--- src/rtl/loop_counter_ctrl.sv ---
// rtl/loop_counter_ctrl.sv - sequenced run controller owning the loop count register
module loop_counter_ctrl #(
    parameter int CNT_W  = 7,
    parameter int LOOP_W = 4
) (
    input  logic              clk,
    input  logic              rst_n,
    input  logic              start,
    input  logic              stop,
    input  logic              pause,
    input  logic [CNT_W-1:0]  limit,
    input  logic [LOOP_W-1:0] loops,
    output logic [CNT_W-1:0]  cnt,
    output logic [LOOP_W-1:0] loop_idx,
    output logic              busy,
    output logic              wrap,
    output logic              done
);

    typedef enum logic [1:0] {
        S_IDLE,
        S_RUN,
        S_HOLD,
        S_DONE
    } state_t;

    state_t            state;
    logic [CNT_W-1:0]  lim_q;
    logic [LOOP_W-1:0] loops_q;
    logic [LOOP_W-1:0] last_idx;

    // loops_q is never 0, so this cannot underflow
    assign last_idx = loops_q - LOOP_W'(1);

    always_ff @(posedge clk or negedge rst_n) begin
        if (!rst_n) begin
            state    <= S_IDLE;
            cnt      <= '0;
            loop_idx <= '0;
            busy     <= 1'b0;
            wrap     <= 1'b0;
            done     <= 1'b0;
            lim_q    <= '0;
            loops_q  <= LOOP_W'(1);
        end else begin
            wrap <= 1'b0;
            done <= 1'b0;
            case (state)
                S_IDLE: begin
                    if (start && !stop) begin
                        lim_q    <= limit;
                        loops_q  <= (loops == '0) ? LOOP_W'(1) : loops;
                        cnt      <= '0;
                        loop_idx <= '0;
                        busy     <= 1'b1;
                        state    <= S_RUN;
                    end
                end
                S_RUN: begin
                    if (stop) begin
                        cnt      <= '0;
                        loop_idx <= '0;
                        busy     <= 1'b0;
                        state    <= S_IDLE;
                    end else if (pause) begin
                        state <= S_HOLD;
                    end else if (cnt < lim_q) begin
                        cnt <= cnt + CNT_W'(1);
                    end else if (loop_idx < last_idx) begin
                        cnt      <= '0;
                        loop_idx <= loop_idx + LOOP_W'(1);
                        wrap     <= 1'b1;
                    end else begin
                        // final terminal count: cnt stays at lim_q into DONE
                        wrap  <= 1'b1;
                        done  <= 1'b1;
                        busy  <= 1'b0;
                        state <= S_DONE;
                    end
                end
                S_HOLD: begin
                    if (stop) begin
                        cnt      <= '0;
                        loop_idx <= '0;
                        busy     <= 1'b0;
                        state    <= S_IDLE;
                    end else if (!pause) begin
                        state <= S_RUN;
                    end
                end
                S_DONE: begin
                    state <= S_IDLE;
                end
                default: begin
                    state <= S_IDLE;
                end
            endcase
        end
    end

endmodule
--- config.mk ---
export PLATFORM = sky130hd
export DESIGN_NAME = loop_counter_ctrl
export DESIGN_NICKNAME = d
export VERILOG_FILES = /design/src/rtl/loop_counter_ctrl.sv
export SDC_FILE = /design/constraint.sdc
export NUM_CORES = 1
export LEC_CHECK = 0
export BUFFER_PORTS_ARGS = -buffer_cell sky130_fd_sc_hd__buf_4
export CAP_MARGIN = 15
export CORE_UTILIZATION = 30
export CTS_BUF_LIST = sky130_fd_sc_hd__clkbuf_2 sky130_fd_sc_hd__clkbuf_4 sky130_fd_sc_hd__clkbuf_8
export DETAILED_ROUTE_END_ITERATION = 10
export SLEW_MARGIN = 20
export SYNTH_ARGS = -nofsm -noshare
export SYNTH_HDL_FRONTEND = slang
export SYNTH_SLANG_ARGS = --single-unit
--- constraint.sdc ---
create_clock -name clk -period 2.45 [get_ports clk]
set_input_delay 0.1225 -clock clk [delete_from_list [all_inputs] [get_ports clk]]
set_output_delay 0.1225 -clock clk [all_outputs]
set_load 0.005 [all_outputs]
### After elaboration in Yosys (flattened, before gate mapping)

Cells that the tools add are included.

| word-level totals | value |
|---|---|
| register bits after elaboration | 27 |
| bits in latches | 0 |
| bits in writable memories | 0 |
| bits in read-only memories | 0 |
| input port bits | 16 |
| logic and storage cells | 75 |
| memories kept | 0 |

| operators by class | value |
|---|---|
| add/sub/neg operators | 3 |
| multipliers | 0 |
| div/mod/pow operators | 0 |
| $lt $le $gt $ge | 2 |
| equal/unequal tests | 13 |
| shift operators | 0 |
| multiplexer cells | 39 |
| bitwise logic cells | 0 |
| reduce and logical (&&, ||, !) cells | 10 |

Operators with widths:

| operator | count |
|---|---|
| 2-to-1 mux 7 bit | 6 |
| 2-to-1 mux 4 bit | 7 |
| case mux 7 bit (3 select lines) | 1 |
| 2-to-1 mux 1 bit | 15 |
| != test 3 bit (second input constant) | 5 |
| 2-to-1 mux 2 bit | 7 |
| != test 4 bit (second input constant) | 3 |
| case mux 4 bit (3 select lines) | 1 |
| AND reduction 6 bit | 2 |
| case mux 2 bit (4 select lines) | 1 |
| adder 7 x 1 -> 7 bit (second input constant) | 1 |
| less-than comparator 7 bit | 1 |
| AND reduction 5 bit | 1 |
| adder 4 x 1 -> 4 bit (second input constant) | 1 |
| equality test 2 bit (second input constant) | 2 |
| zero test 4 bit | 1 |
| less-than comparator 4 bit | 1 |
| != test 2 bit (second input constant) | 2 |
| AND reduction 4 bit | 1 |
| subtractor 4 x 1 -> 4 bit (second input constant) | 1 |
| case mux 1 bit (3 select lines) | 1 |
| nonzero test 3 bit | 1 |
| equality test 2 x 1 -> 1 bit (second input constant) | 1 |
| zero test 2 bit | 1 |
| 3 further kinds | 3 |

### Longest topological paths before layout

| depth | value |
|---|---|
| depth in word-level cells | 7 |
| depth in mapped cells | 10 |
| mapped depth without buffers | 9 |

### Worst setup path before layout

OpenSTA, ideal clock, no wires.

| path | value |
|---|---|
| path type | reg2reg |
| start point | register loops_q[0] |
| end point | register busy |
| setup time | 0.133 ns |
| arrival time | 2.090 ns |
| required time | 2.317 ns |
| path slack | 0.227 ns |
| stages on the path, launching flop included | 10 |
| period minus slack after synthesis | 2.223 ns |
| cell sequence | dfstp_2 inv_1 ha_1 ha_1 o21ai_0 a22oi_1 buf_2 nand2_1 o221ai_1 o31ai_1 |

| between the ends | value |
|---|---|
| word-level cells in the longest chain between the ends | 4 |

RTL lines:

| element | line | RTL |
|---|---|---|
| start: declaration | 29 | `logic [LOOP_W-1:0] loops_q;` |
| start signal: assignment | 52 | `loops_q <= (loops == '0) ? LOOP_W'(1) : loops;` |
| subtractor 4 x 1 -> 4 bit | 33 | `assign last_idx = loops_q - LOOP_W'(1);` |
| less-than comparator 4 bit | 69 | `end else if (loop_idx < last_idx) begin` |
| != test 3 bit (no line) | -- |  |
| AND reduction 6 bit (no line) | -- |  |
| end signal: assignment | 40 | `busy <= 1'b0;` |
| end signal: assignment | 77 | `busy <= 1'b0;` |
| end signal: assignment | 85 | `busy <= 1'b0;` |
| end: declaration | 15 | `output logic busy,` |

Every way passes these cells.
A chain may end at the register's enable or synchronous reset.

### Final worst setup path

| path | value |
|---|---|
| start point | register cnt[2] |
| end point | register loop_idx[2] |

| between the ends | value |
|---|---|
| word-level cells in the longest chain between the ends | 3 |

RTL lines:

| element | line | RTL |
|---|---|---|
| start: declaration | 13 | `output logic [CNT_W-1:0] cnt,` |
| start signal: assignment | 68 | `cnt <= cnt + CNT_W'(1);` |
| less-than comparator 7 bit | 67 | `end else if (cnt < lim_q) begin` |
| != test 3 bit (no line) | -- |  |
| AND reduction 6 bit (no line) | -- |  |
| end signal: assignment | 71 | `loop_idx <= loop_idx + LOOP_W'(1);` |
| end: declaration | 14 | `output logic [LOOP_W-1:0] loop_idx,` |

Every way passes these cells.

==> impl_metrics.csv <==
group,metric,value,unit
critical_path,rr_worst_depth,8,
logic_synthesis,synth_simple_gate_area_share,0.145,
global_route,grt_max_degree,28,
clock_network,cts_tree,"done",
place,dp_hpwl,2.78,mm
place,dp_cells,277,
logic_synthesis,synth_top_cell_area_share,0.378,
critical_path,cp-startpoint,"cnt[2]",
floorplan,coreArea,5510,um^2
worst_hold_path,min_to,"wrap",
logic_synthesis,synth_top_cell_by_area,"dfrtp_1",
layout,fill_cells,570,
global_route,antenna_found_initial,0,
global_route,gr-total-overflow,0,
layout,final_nets,244,
logic_synthesis,syn_area,1720,um^2
layout,final_util,0.390,
logic_synthesis,muxShareOfSynthArea,0.0946,
pwr,seq_power_share,0.356,
logic_synthesis,ys_async_sr_fraction,1.00,
critical_path,worstReg2RegStart,"cnt[2]",
sta,slew_violations,0,
critical_path,r2r_end,"loop_idx[2]",
sta,finalSetupTns,0,ns
global_route,grt_pass1_vias,1344,
sta,setup_viol,0,
sta,timing.final.crit_share,0.913,
clock_network,clockBufferDepth,2,
clock_network,root_buffer,"clkbuf_8",
logic_synthesis,ys_types,46,
pwr,p_int,1160,uW
pwr,p_leak,0.00104,uW
clock_network,cts_num_sinks,27,
clock_network,clk_pin_slew_worst_paths,0.10,ns
logic_synthesis,synth_nets,204,
critical_path,worstPathMaxFanout,7,
sta,finClkSkew,0.00473,ns
sta,tightest_slew,0.362,ns
detailed_routing,routed_wl,3.75,mm
layout,diodes,0,
worst_hold_path,hold_path.class,"in2reg",
logic_synthesis,ys_ff_latch,27,
pwr,switching_power,802,uW
critical_path,cp-end-kind,"flop",
logic_synthesis,synth.area.top_cells,"dfrtp_1 (38%), ha_1 (11%), mux2_2 (6.6%)",
pwr,combPwrFrac,0.510,
detailed_routing,vias,1438,
critical_path,cp_data_required_time,2.67,ns
logic_synthesis,synthXorXnorAreaFrac,0.0102,
place,placedInstanceArea,2060,um^2
logic_synthesis,synth_compound_area_frac,0.190,
layout,area.growth.synth_to_final,25.0,%
logic_synthesis,synthAdderAreaFrac,0.109,
detailed_routing,via_per_inst,5.06,
place,gp_congestion,0.714,
sta,fin_ws,0.213,ns
pwr,clock_power_share,0.135,
clock_network,h-tree-depth,1,
sta,rsz0062_at_grt,"no",
floorplan,dieHeight,77.7,um
layout,final-seq-area,677,um^2
layout,stdcell_count,284,
critical_path,start_kind,"flop",
critical_path,cp.arrival,2.46,ns
floorplan,initial_core_util,0.312,
worst_hold_path,hold_depth,2,
place,place_ws,0.140,ns
pwr,swShare,0.409,
pwr,ir_drop,0.372,mV
layout,fin_area,2150,um^2
critical_path,reg2reg_slack,0.21,ns
global_route,grt_pass1_wl,6.26,mm
floorplan,io_pins,30,
sta,hold_viol_final,0,
critical_path,path_class,"reg2reg",
sta,period_needed,2.24,ns
layout,drive_gt1_frac,0.288,
sta,slew-limit-headroom,0.758,
logic_synthesis,dominantRegCellSynth,"dfrtp_1",
detailed_routing,drtIter0Drc,64,
floorplan,die_w,77.7,um
logic_synthesis,ys_seq_area_frac,0.394,
sta,max_freq,447,MHz
worst_hold_path,hp-start,"pause",
clock_network,numCtsBuffers,3,
job,cap_violations,0,
logic_synthesis,synth-edff-count,0,
logic_synthesis,synthCells,173,
clock_network,clkLatencyLatePin,0.28,ns
global_route,gr-usage-all-layers,0.131,
clock_network,ctsResizeCount,0,
logic_synthesis,synth_top_family_by_area,"compound AO/OA/AOI/OAI gates",
detailed_routing,firstDrtPassIters,4,
outcome,status,"complete, no violations",
logic_synthesis,yosysWarnings,0,
floorplan,placementRows,27,
place,portBuffers,29,
layout,multi_input_area,943,um^2
detailed_routing,drc_errors,0,
floorplan,dieArea,6040,um^2
pwr,power_density,913,nW/um^2
logic_synthesis,synth_area_per_cell,9.94,um^2
detailed_routing,wl_per_cell,13.2,um
detailed_routing,ant_nets,0,
## kinds of logic (layout without fill, tap and decap cells)
kind of cell / count (synthesis) / after routing
fa+ha+maj: 15 / 15
flops: 27 / 27
compound gates: 43 / 43
xor+xnor: 2 / 2
simple gates: 48 / 48
buf+inv: 23 / 62
mux: 15 / 15
## sequential cells by signal, summed over array words and instances, names as in the netlist
register	flops
state	2
done	1
loop_idx	4
loops_q	4
lim_q	7
busy	1
wrap	1
cnt	7
## area by class of cell
class | instances | share of cell area
multi-input combinational | 123 | 0.439
inverter | 16 | 0.0279
clock inverter | 1 | 0.00349
clock buffer | 3 | 0.0192
timing repair buffer | 42 | 0.154
sequential | 27 | 0.315
tap | 72 | 0.0419
## what timing repair did
item | in CTS | in global routing
setup endpoints to repair | 0 | 1
setup buffers | 0 | 2
hold buffers | 1 | 0
endpoints found under the hold margin | 26 | 0
## cell usage in the layout, fill, tap and decap left out, types with 4 or more instances in the layout
master   count
mux2i_1      5
inv_1       16
nor4_1       4
ha_1        15
a22oi_1      6
dfrtp_1     26
o21ai_0      4
nor3_1       8
nand2_1     13
buf_4       40
a21oi_1      5
nand3_1      5
mux2_2      10
nor2_1       5
o21ai_1      5
## Yosys cell counts (2+ instances only)
| cell type | count |
|---|---|
| inv_1 | 16 |
| clkbuf_1 | 4 |
| nor2b_1 | 2 |
| a22oi_1 | 6 |
| a31oi_1 | 2 |
| o311ai_0 | 2 |
| nand3b_1 | 2 |
| ha_1 | 15 |
| o21ai_0 | 4 |
| a21o_1 | 2 |
| dfrtp_1 | 26 |
| nor3_1 | 8 |
| xnor2_1 | 2 |
| a32oi_1 | 3 |
| o21ai_1 | 5 |
| nor2_1 | 5 |
| nand2_1 | 13 |
| or2_2 | 2 |
| a21oi_1 | 5 |
| mux2_2 | 10 |
| nand3_1 | 5 |
| nor4_1 | 4 |
| mux2i_1 | 5 |
| and2_1 | 3 |
## power groups by stage
stage | Combinational, uW | Clock (uW) | Sequential [uW]
2_1_floorplan | 727 | 0 | 682
3_3_place_gp | 969 | 0 | 705
3_5_place_dp | 985 | 0 | 709
4_1_cts | 991 | 279 | 699
5_1_grt | 1130 | 296 | 718
6_report | 1000 | 264 | 698
## stage by stage
| stage | hold slack, ns | total power, uW |
|---|---|---|
| 2_1_floorplan | -0.173 | 1410 |
| 3_3_place_gp | 0.0633 | 1670 |
| 3_5_place_dp | 0.0709 | 1690 |
| 4_1_cts | 0.0448 | 1970 |
| 5_1_grt | 0.0445 | 2150 |
| 6_report | 0.0468 | 1960 |
## worst max-delay path, cell delays in order (launching register included)
cell and delay (ns):
dfrtp_1 0.47, ha_1 0.33, nand2_1 0.05, o21ai_1 0.26, a41oi_4 0.18, buf_12 0.16
buf_4 0.15, or4_1 0.50, nand3_1 0.08
## per-layer routing
layer  vias to the layer above  global-route usage  routed length (um)
met5                         -                   0                   0
met3                         4              0.0188                 105
li1                        721                   -                   -
met4                         0              0.0396                  40
met1                       692               0.171                1810
met2                        21               0.224                1790
## how the worst max path moves through the flow
stage | end | slack, ns
5_1_grt | loop_idx[3] | 0.05
4_1_cts | cnt[6] | 0.12
6_report | loop_idx[2] | 0.21
3_3_place_gp | cnt[4] | 0.19
3_5_place_dp | cnt[5] | 0.14
2_1_floorplan | busy | 0.23
No activity file was read; power rests on OpenSTA's default activity.
